File: config.mk
export PLATFORM = sky130hd
export DESIGN_NAME = i2s_frame_scheduler_flat
export DESIGN_NICKNAME = d
export VERILOG_FILES = /design/src/rtl/i2s_frame_scheduler_if.sv /design/src/rtl/i2s_frame_scheduler.sv /design/src/flat_wrapper.sv
export SDC_FILE = /design/constraint.sdc
export NUM_CORES = 1
export LEC_CHECK = 0
export ABC_AREA = 1
export ABC_CLOCK_PERIOD_IN_PS = 2200
export CAP_MARGIN = 40
export CELL_PAD_IN_SITES_DETAIL_PLACEMENT = 0
export CELL_PAD_IN_SITES_GLOBAL_PLACEMENT = 2
export CORE_AREA = 2 2 135 137
export CTS_BUF_LIST = sky130_fd_sc_hd__clkbuf_4 sky130_fd_sc_hd__clkbuf_8
export DETAILED_ROUTE_END_ITERATION = 16
export DIE_AREA = 0 0 137 139
export PLACE_DENSITY = 0.86
export SYNTH_ARGS = -nofsm -noshare
export SYNTH_HDL_FRONTEND = slang
export SYNTH_SLANG_ARGS = --single-unit
File: constraint.sdc
create_clock -name iAUD_XCK -period 2.2 [get_ports iAUD_XCK]
set_input_delay 0.55 -clock iAUD_XCK [delete_from_list [all_inputs] [get_ports iAUD_XCK]]
set_output_delay 0.55 -clock iAUD_XCK [all_outputs]
set_load 0.05 [all_outputs]
File: src/rtl/i2s_frame_scheduler_if.sv
// Sample handshake between the synth engine (master) and the frame scheduler (slave).
interface i2s_frame_scheduler_if #(
  parameter int W = 24
);
  logic [W-1:0] sample_l;
  logic [W-1:0] sample_r;
  logic         sample_valid;
  logic         sample_ready;

  modport master (
    output sample_l,
    output sample_r,
    output sample_valid,
    input  sample_ready
  );

  modport slave (
    input  sample_l,
    input  sample_r,
    input  sample_valid,
    output sample_ready
  );
endinterface

File: src/rtl/i2s_frame_scheduler.sv
// I2S frame scheduler: derives BCLK/LRCK from iAUD_XCK, buffers one stereo pair
// from the synth engine and hands it to the I2S driver once per 64-BCLK frame.
// Start/stop is frame-aligned; missing samples at the load point are counted.
module i2s_frame_scheduler #(
  parameter int AUD_BIT_DEPTH  = 24,
  parameter int MCLK_DIV       = 4,
  parameter bit UNDERRUN_MUTE  = 1'b0,
  parameter int UNDERRUN_CNT_W = 16
) (
  input  logic                     iAUD_XCK,
  input  logic                     reset_reg_N,
  input  logic                     i_enable,
  i2s_frame_scheduler_if.slave     smp,
  input  logic                     i_clr_underrun,
  output logic                     oAUD_BCLK,
  output logic                     oAUD_DACLRCK,
  output logic [AUD_BIT_DEPTH-1:0] o_lsound_out,
  output logic [AUD_BIT_DEPTH-1:0] o_rsound_out,
  output logic                     o_frame_strobe,
  output logic                     o_running,
  output logic [15:0]              o_underrun_cnt
);

  localparam int MW = (MCLK_DIV > 2) ? $clog2(MCLK_DIV) : 1;
  localparam logic [MW-1:0] MCLK_LAST = MW'(MCLK_DIV - 1);
  localparam logic [MW-1:0] MCLK_HALF = MW'(MCLK_DIV / 2);
  localparam logic [UNDERRUN_CNT_W-1:0] UCNT_MAX = '1;

  typedef enum logic [1:0] {ST_IDLE, ST_RUN, ST_STOP} state_e;

  state_e                      state_q, state_d;
  logic [MW-1:0]               mclk_cnt_q, mclk_cnt_d;
  logic [5:0]                  bit_cnt_q, bit_cnt_d;
  logic                        bclk_q, bclk_d;
  logic                        lrck_q, lrck_d;
  logic                        buf_full_q, buf_full_d;
  logic [AUD_BIT_DEPTH-1:0]    buf_l_q, buf_l_d, buf_r_q, buf_r_d;
  logic [AUD_BIT_DEPTH-1:0]    out_l_q, out_l_d, out_r_q, out_r_d;
  logic                        strobe_q, strobe_d;
  logic [UNDERRUN_CNT_W-1:0]   ucnt_q, ucnt_d;

  logic advance, mclk_wrap, bit_wrap, load_pt, xfer, underrun;

  assign advance   = (state_q != ST_IDLE);
  assign mclk_wrap = advance && (mclk_cnt_q == MCLK_LAST);
  assign bit_wrap  = mclk_wrap && (bit_cnt_q == 6'd63);
  assign load_pt   = mclk_wrap && (bit_cnt_q == 6'd7);
  assign xfer      = smp.sample_valid && !buf_full_q;
  assign underrun  = load_pt && !buf_full_q;

  // Run/stop control: stop is deferred until the frame boundary.
  always_comb begin
    // NOTE: every always_comb output gets a default first so no path leaves it unassigned (no latch).
    state_d = state_q;
    unique case (state_q)
      ST_IDLE: if (i_enable) state_d = ST_RUN;
      ST_RUN:  if (!i_enable) state_d = ST_STOP;
      ST_STOP: begin
        if (i_enable)      state_d = ST_RUN;
        else if (bit_wrap) state_d = ST_IDLE;
      end
      default: state_d = ST_IDLE;
    endcase
  end

  // Clock dividers; BCLK/LRCK are registered from the next counter values so
  // BCLK falls exactly when bit_cnt steps and LRCK changes on a BCLK falling edge.
  always_comb begin
    mclk_cnt_d = '0;
    bit_cnt_d  = '0;
    if (advance) begin
      mclk_cnt_d = mclk_wrap ? '0 : mclk_cnt_q + MW'(1);
      bit_cnt_d  = mclk_wrap ? bit_cnt_q + 6'd1 : bit_cnt_q;
    end
    bclk_d = (mclk_cnt_d >= MCLK_HALF);
    lrck_d = bit_cnt_d[5];
  end

  // Holding buffer, output words and underrun accounting at the load point.
  always_comb begin
    buf_full_d = buf_full_q;
    buf_l_d    = buf_l_q;
    buf_r_d    = buf_r_q;
    out_l_d    = out_l_q;
    out_r_d    = out_r_q;
    strobe_d   = load_pt;
    ucnt_d     = ucnt_q;
    if (load_pt && buf_full_q) begin
      out_l_d    = buf_l_q;
      out_r_d    = buf_r_q;
      buf_full_d = 1'b0;
    end else if (underrun && UNDERRUN_MUTE) begin
      out_l_d = '0;
      out_r_d = '0;
    end
    // A transfer is only possible while empty, so it never collides with the buffer unload.
    if (xfer) begin
      buf_l_d    = smp.sample_l;
      buf_r_d    = smp.sample_r;
      buf_full_d = 1'b1;
    end
    if (i_clr_underrun)
      ucnt_d = '0;
    else if (underrun && (ucnt_q != UCNT_MAX))
      ucnt_d = ucnt_q + UNDERRUN_CNT_W'(1);
  end

  // State registers.
  always_ff @(posedge iAUD_XCK or negedge reset_reg_N) begin
    if (!reset_reg_N) begin
      state_q    <= ST_IDLE;
      mclk_cnt_q <= '0;
      bit_cnt_q  <= '0;
      bclk_q     <= 1'b0;
      lrck_q     <= 1'b0;
      buf_full_q <= 1'b0;
      // NOTE: the pair buffer is reset too; it is tiny and keeps the words driven to the DAC deterministic.
      buf_l_q    <= '0;
      buf_r_q    <= '0;
      out_l_q    <= '0;
      out_r_q    <= '0;
      strobe_q   <= 1'b0;
      ucnt_q     <= '0;
    end else begin
      // NOTE: non-blocking assignments so every flop samples pre-edge values.
      state_q    <= state_d;
      mclk_cnt_q <= mclk_cnt_d;
      bit_cnt_q  <= bit_cnt_d;
      bclk_q     <= bclk_d;
      lrck_q     <= lrck_d;
      buf_full_q <= buf_full_d;
      buf_l_q    <= buf_l_d;
      buf_r_q    <= buf_r_d;
      out_l_q    <= out_l_d;
      out_r_q    <= out_r_d;
      strobe_q   <= strobe_d;
      ucnt_q     <= ucnt_d;
    end
  end

  assign smp.sample_ready = !buf_full_q;
  assign oAUD_BCLK        = bclk_q;
  assign oAUD_DACLRCK     = lrck_q;
  assign o_lsound_out     = out_l_q;
  assign o_rsound_out     = out_r_q;
  assign o_frame_strobe   = strobe_q;
  assign o_running        = (state_q != ST_IDLE);
  assign o_underrun_cnt   = 16'(ucnt_q);

endmodule

File: src/flat_wrapper.sv
// flat-port wrapper written by rule: the top's interface ports become plain ports
module i2s_frame_scheduler_flat 
#(
  parameter int AUD_BIT_DEPTH  = 24,
  parameter int MCLK_DIV       = 4,
  parameter bit UNDERRUN_MUTE  = 1'b0,
  parameter int UNDERRUN_CNT_W = 16
)
  (iAUD_XCK, reset_reg_N, i_enable, i_clr_underrun, oAUD_BCLK, oAUD_DACLRCK, o_lsound_out, o_rsound_out, o_frame_strobe, o_running, o_underrun_cnt, smp_sample_l, smp_sample_r, smp_sample_valid, smp_sample_ready);
  i2s_frame_scheduler_if #(.W((24))) smp_i ();
  input  logic iAUD_XCK;
  input  logic reset_reg_N;
  input  logic i_enable;
  input  logic i_clr_underrun;
  output logic oAUD_BCLK;
  output logic oAUD_DACLRCK;
  output logic [AUD_BIT_DEPTH-1:0] o_lsound_out;
  output logic [AUD_BIT_DEPTH-1:0] o_rsound_out;
  output logic o_frame_strobe;
  output logic o_running;
  output logic [15:0] o_underrun_cnt;
  input wire logic [$bits(smp_i.sample_l)-1:0] smp_sample_l;
  input wire logic [$bits(smp_i.sample_r)-1:0] smp_sample_r;
  input wire logic [$bits(smp_i.sample_valid)-1:0] smp_sample_valid;
  output wire logic [$bits(smp_i.sample_ready)-1:0] smp_sample_ready;
  assign smp_i.sample_l = smp_sample_l;
  assign smp_i.sample_r = smp_sample_r;
  assign smp_i.sample_valid = smp_sample_valid;
  assign smp_sample_ready = smp_i.sample_ready;
  i2s_frame_scheduler #(.AUD_BIT_DEPTH(AUD_BIT_DEPTH), .MCLK_DIV(MCLK_DIV), .UNDERRUN_MUTE(UNDERRUN_MUTE), .UNDERRUN_CNT_W(UNDERRUN_CNT_W)) u_core (.iAUD_XCK(iAUD_XCK), .reset_reg_N(reset_reg_N), .i_enable(i_enable), .smp(smp_i), .i_clr_underrun(i_clr_underrun), .oAUD_BCLK(oAUD_BCLK), .oAUD_DACLRCK(oAUD_DACLRCK), .o_lsound_out(o_lsound_out), .o_rsound_out(o_rsound_out), .o_frame_strobe(o_frame_strobe), .o_running(o_running), .o_underrun_cnt(o_underrun_cnt));
endmodule
# Yosys cells after proc, flatten, opt, wreduce, memory -nomap -nowiden
# Cells that the tools add are included.
# word_totals
word_cells	52
register_bits	125
input_bits	53
# op_classes
n_reduce_logical	13
eq_ne	10
muxes	13
n_lt_le_gt_ge	1
addsub	3
# op_table
operator	count
$mux 16	2
$add 16x1->16 const B	1
$ne 16x16->1 const B	1
$mux 2	6
$mux 6	2
$logic_and 1x1->1	7
$add 6x1->6 const B	1
$eq 6x3->1 const B	1
$eq 6x6->1 const B	1
$ne 2x2->1 const B	3
$pmux 2 s3	1
$reduce_bool 2->1	3
$eq 2x2->1 const B	2
$ne 3x2->1 const B	1
$reduce_and 3->1	1
$add 2x1->2 const B	1
$eq 2x1->1 const B	1
$ge 2x2->1 const B	1
$logic_not 2->1	1
$mux 1	2
$logic_not 1->1	1

# Longest topological paths before layout
# logic_depth
word_depth	7
mapped_depth	10
mapped_depth_nobuf	9

# Least setup slack after synthesis
# OpenSTA, ideal clock, no wires.
# synth_path
path_kind	reg-to-reg
from	register u_core.ucnt_q[1] (netlist: u_core.o_underrun_cnt[1])
to	register u_core.ucnt_q[14] (netlist: u_core.o_underrun_cnt[14])
path_slack_ns	0.313
n_path_buf	1
setup_time_ns	0.066
arrival_time_ns	1.821
path_stages_with_launch	11
path_cell_list	dfrtp_1 > ha_1 > nand2_2 > nor2_4 > nand2_4 > nor2_4 > nor2_4 > nor2_8 > buf_6 > nand2_1 > nand2_1
# synth_between
elab_chain_cells	3
# synth_rtl
item	line	rtl
from (decl)	i2s_frame_scheduler.sv:40	logic [UNDERRUN_CNT_W-1:0] ucnt_q, ucnt_d;
from (signal assigned)	i2s_frame_scheduler.sv:137	ucnt_q <= ucnt_d;
$add 16x1->16 or $ne 16x16->1 (tied branches)	i2s_frame_scheduler.sv:105, i2s_frame_scheduler.sv:104	
$mux 16 or $logic_and 1x1->1 (tied branches)	i2s_frame_scheduler.sv:104	else if (underrun && (ucnt_q != UCNT_MAX))
$mux 16 or $reduce_bool 2->1 (tied branches)	--	
# Several ways; a longest one is shown, not always the timed one. The select of a mux whose other input is x is not followed.
# A chain may end at the register's enable or synchronous reset.

# Final worst setup path
# layout_path
from	register u_core.out_l_q[8] (netlist: u_core.o_lsound_out[8])
to	output port o_lsound_out[8]
# layout_rtl
item	line	rtl
from (decl)	i2s_frame_scheduler.sv:38	logic [AUD_BIT_DEPTH-1:0] out_l_q, out_l_d, out_r_q, out_r_d;
from (signal assigned)	i2s_frame_scheduler.sv:134	out_l_q <= out_l_d;
to (decl)	flat_wrapper.sv:17	output logic [AUD_BIT_DEPTH-1:0] o_lsound_out;
# No word-level cell between the ends.

==> out/qor_table.md <==
| Group | Parameter | This run |
|---|---|---|
| min path | Hold WC Path Type | in2async |
| power and ir drop | Worst vdd ir | 337 uV |
| floorplan | # IOs | 122 |
| routing | Routed via count divided by cell count | 4.45 |
| synth | Fraction of registers with async set or reset after synthesis | 100% |
| sta | Least-Margin Pin Slew | 637 ps |
| sta | Final setup violation count | 0 |
| cts | Clock tree from TritonCTS | done |
| sta | Unrepaired setup endpoints after global routing | no |
| power and ir drop | Leakage | 4.14 nW |
| synth | Total of warnings raised by yosys | 0 |
| placement | Placer Congestion | 0.878 |
| routing | Total wire length | 12,700 um |
| placement | Post-placement cell count | 903 |
| floorplan | Core region area | 17,700 um^2 |
| synth | Average instance area after synthesis | 9.24 um^2 |
| global route | Antenna violations before repair | 2 |
| cells and area | Count of nets after finishing | 749 |
| cells and area | Share of cells above drive strength 1 | 11.1% |
| setup path | Max incr delay on CP | 800 ps |
| setup path | Cell Chain, Critical Path | clkdlybuf4s50_1 |
| floorplan | Initial Util | 29.6% |
| run | Count of max-cap constraint violations | 0 |
| power and ir drop | Pwr dens | 710 nW/um^2 |
| placement | Count of buffers inserted at the top-level ports | 121 |
| cts | Hold-fix buffers, CTS | 0 |
| synth | Syn Nets | 621 |
| floorplan | Total die area | 19,000 um^2 |
| setup path | CP bufs+invs | 1 |
| routing | Vias post-DR | 4,160 |
| cts | Number of buffers created by CTS | 17 |
| placement | Worst Setup Slack post-DPL | 333 ps |
| floorplan | Overall die width | 137 um |
| cts | Clock Latency Late Sink | 430 ps |
| synth | Top_reg_cell synth | sky130_fd_sc_hd__dfrtp_1 |
| synth | Cells taking the most area after synthesis | sky130_fd_sc_hd__dfrtp_1 60%, sky130_fd_sc_hd__nand2_1 9.7%, sky130_fd_sc_hd__nor2_1 4.4% |
| outcome | Run status | finished, final reports clean |
| synth | Synth cell types | 25 |
| cells and area | Diode count | 0 |
| placement | Final HPWL DP | 8860 um |
| routing | Number of nets still failing antenna checks after routing | 0 |
| routing | Average wire per standard cell | 13.5 um |
| cts | Worst-case clock buffer depth | 2 |
| setup path | Startpoint type of the worst setup path | flop |
| routing | DRT iter0 DRCs | 194 |
| setup path | Max Fanout on Critical Path | 2 |
| setup path | CP required | 1650 ps |
| synth | Yosys top cell area share | 59.9% |
| setup path | Worst reg2reg startpoint | u_core.mclk_cnt_q[0] |
| sta | Crit share post-route | 96.7% |
| floorplan | Die height | 139 um |
| synth | Netlist area before placement | 5220 um^2 |
| routing | Detailed Routing Iterations Pass 1 | 4 |
| cts | Setup bufs post-CTS | 0 |
| sta | Max Fclk | 470 MHz |
| synth | Number of flip-flops and latches in the synthesized netlist | 125 |
| sta | Relative slew slack | 57.5% |
| global route | Global-route total usage across every layer | 13.9% |
| synth | Post-synthesis sequential area ratio | 59.9% |
| sta | Clock period minus final worst setup slack | 2130 ps |
| cts | Clock-pin transition on the worst setup and hold timing paths | 70 ps |
| routing | Post-route DRC violation count | 0 |
| cts | Clock sink total | 125 |
| setup path | Startpoint-to-endpoint class of the critical path | reg2out |
| global route | Vias in the first global route | 4,167 |
| synth | Gate count of the mapped netlist | 565 |
| cells and area | Final non-filler cell total | 934 |
| sta | Slack of the critical path | 73.2 ps |
| synth | Number of enable-type register cells in the synthesized netlist | 0 |
| global route | First-pass GRT wire length | 20,700 um |
| global route | Maximum number of pins on one net before global-route repair | 85 |
| global route | Remaining global-route overflow | 0 |
| sta | Slew Limit Fails | 0 |
| floorplan | Cell Rows | 49 |
| cts | Deepest level of the CTS H-tree | 4 |
| cells and area | Synth-to-layout area growth | 38.5% |
| setup path | Dominant delay contributor by cell family on the critical path | buffers and inverters |
| sta | Final Hold Violating Endpoints | 0 |
| synth | Cell taking the most area after synthesis | sky130_fd_sc_hd__dfrtp_1 |
| setup path | Cell type of the slowest stage on the worst timing path | sky130_fd_sc_hd__clkdlybuf4s50_1 |
| setup path | Kind of end point of the critical path | output pin |
| sta | Hold_ws | 129 ps |
| sta | Worst Clk Skew | 12.5 ps |
| sta | Sum Neg Setup Slack | 0 ps |
| setup path | Data arrival time of the worst path | 1580 ps |
| cts | Root buffer cell | sky130_fd_sc_hd__clkbuf_8 |
| setup path | Launch point of the critical path | u_core.o_lsound_out[8] |
-- worst paths after layout --
kind,cells past startpoint,slack [ps],endpoint
setup reg to reg,8,360,u_core.o_underrun_cnt[6]
setup / recovery,1,70,o_lsound_out[8]
hold / removal,1,130,u_core.buf_r_q[9]
hold reg to reg,1,440,u_core.mclk_cnt_q[0]
min in group iAUD_XCK,1,440,u_core.mclk_cnt_q[0]
max in group asynchronous,2,1460,u_core.o_lsound_out[23]
-- sequential cells by signal, summed over array words and instances, names as in the netlist --
register / count
u_core.o_frame_strobe: 1
u_core.state_q: 2
u_core.buf_full_q: 1
u_core.oAUD_BCLK: 1
u_core.o_rsound_out: 24
u_core.buf_r_q: 24
u_core.o_underrun_cnt: 16
u_core.mclk_cnt_q: 2
u_core.buf_l_q: 24
u_core.bit_cnt_q: 6
u_core.o_lsound_out: 24
-- cells in the mapped netlist (all sizes together), types with 3 or more instances --
master	count
nor2	68
buf	20
inv	61
ha	3
nand2	138
nand3	31
a21oi	40
dfrtp	125
clkbuf	3
o21ai	44
xor2	4
mux2	13
nand4	10
-- stage by stage --
| step | power (mW) | util [%] | area [um^2] |
|---|---|---|---|
| after CTS | 5.23 | 40.5 | 7160 |
| final | 5.14 | 41.0 | 7230 |
| after floorplan | 2.73 | - | 5220 |
| after detailed placement | 2.96 | 38.2 | 6740 |
| after global placement | 2.94 | 38.2 | 6740 |
| after global routing | 5.40 | 41.0 | 7230 |
-- layout by cell type, fill, tap and decap left out --
master                            netlist  layout
sky130_fd_sc_hd__dlygate4sd2_1          0      22
sky130_fd_sc_hd__xor2_1                 4       4
sky130_fd_sc_hd__clkinv_2               0       2
sky130_fd_sc_hd__nor4_1                 1       1
sky130_fd_sc_hd__nand2_1              135     134
sky130_fd_sc_hd__buf_4                  0      14
sky130_fd_sc_hd__clkbuf_4               0       1
sky130_fd_sc_hd__nand2_2                2       3
sky130_fd_sc_hd__a21oi_1               40      40
sky130_fd_sc_hd__dlymetal6s2s_1         0      31
sky130_fd_sc_hd__o21ai_1               20      20
sky130_fd_sc_hd__bufinv_16              0       4
sky130_fd_sc_hd__clkinv_4               0       2
sky130_fd_sc_hd__ha_1                   3       3
sky130_fd_sc_hd__a31oi_1                1       1
sky130_fd_sc_hd__or2_2                  1       1
sky130_fd_sc_hd__nand3b_1               1       1
sky130_fd_sc_hd__clkinvlp_4             0       2
sky130_fd_sc_hd__nand4_1               10      10
sky130_fd_sc_hd__inv_2                  1       1
sky130_fd_sc_hd__nand2_4                1       1
sky130_fd_sc_hd__clkdlybuf4s50_1        0      58
sky130_fd_sc_hd__nor3_1                 1       1
sky130_fd_sc_hd__inv_1                 60      60
sky130_fd_sc_hd__clkbuf_8               0      20
sky130_fd_sc_hd__nor2_1                61      61
sky130_fd_sc_hd__nand3_1               31      31
sky130_fd_sc_hd__nor2_8                 1       1
sky130_fd_sc_hd__buf_12                 0       7
sky130_fd_sc_hd__o21ai_0               24      24
sky130_fd_sc_hd__dfrtp_1              125     125
sky130_fd_sc_hd__mux2_2                13      13
sky130_fd_sc_hd__nor2_4                 6       6
-- where the power goes --
group | switching, mW | leakage (nW) | internal (mW)
sequential | 0.0544 | 1.59 | 2.43
clock | 0.897 | 0.221 | 1.33
combinational | 0.223 | 2.32 | 0.195
-- worst register-to-register path: cells and delay by family (launching register included) --
family / cells / cell delay [ps]
simple gates: 6 / 1020
flops: 1 / 360
fa+ha+maj: 1 / 250
buf+inv: 1 / 100
-- metal layers --
metal / track usage (%) / up-vias / routed length [um]
met4: 6.02 / 0 / 273
li1: - / 2055 / -
met3: 4.53 / 23 / 888
met5: 0 / - / 0
met1: 18.1 / 1958 / 5770
met2: 21.0 / 124 / 5720
-- final cells by class --
class                   instances  area, um^2
clock inverters                10         163
fillers                      1746       10400
well taps                     229         287
repair buffers                132        1410
flip-flops and latches        125        3130
multi-input cells             356        1740
inverters                      61         229
clock buffers                  21         283
-- cell families after synthesis --
logic type,share of synthesized area [%]
simple gates,20.9
buf+inv,6.88
compound gates,8.17
fa+ha+maj,0.719
mux,2.80
xor+xnor,0.671
flops,59.9
-- repair_timing --
action,in CTS,in global routing
gates cloned,0,0
resized for setup,22,31
endpoints found under the setup margin,22,31
Note: power is estimated with default switching activity, not from simulation.
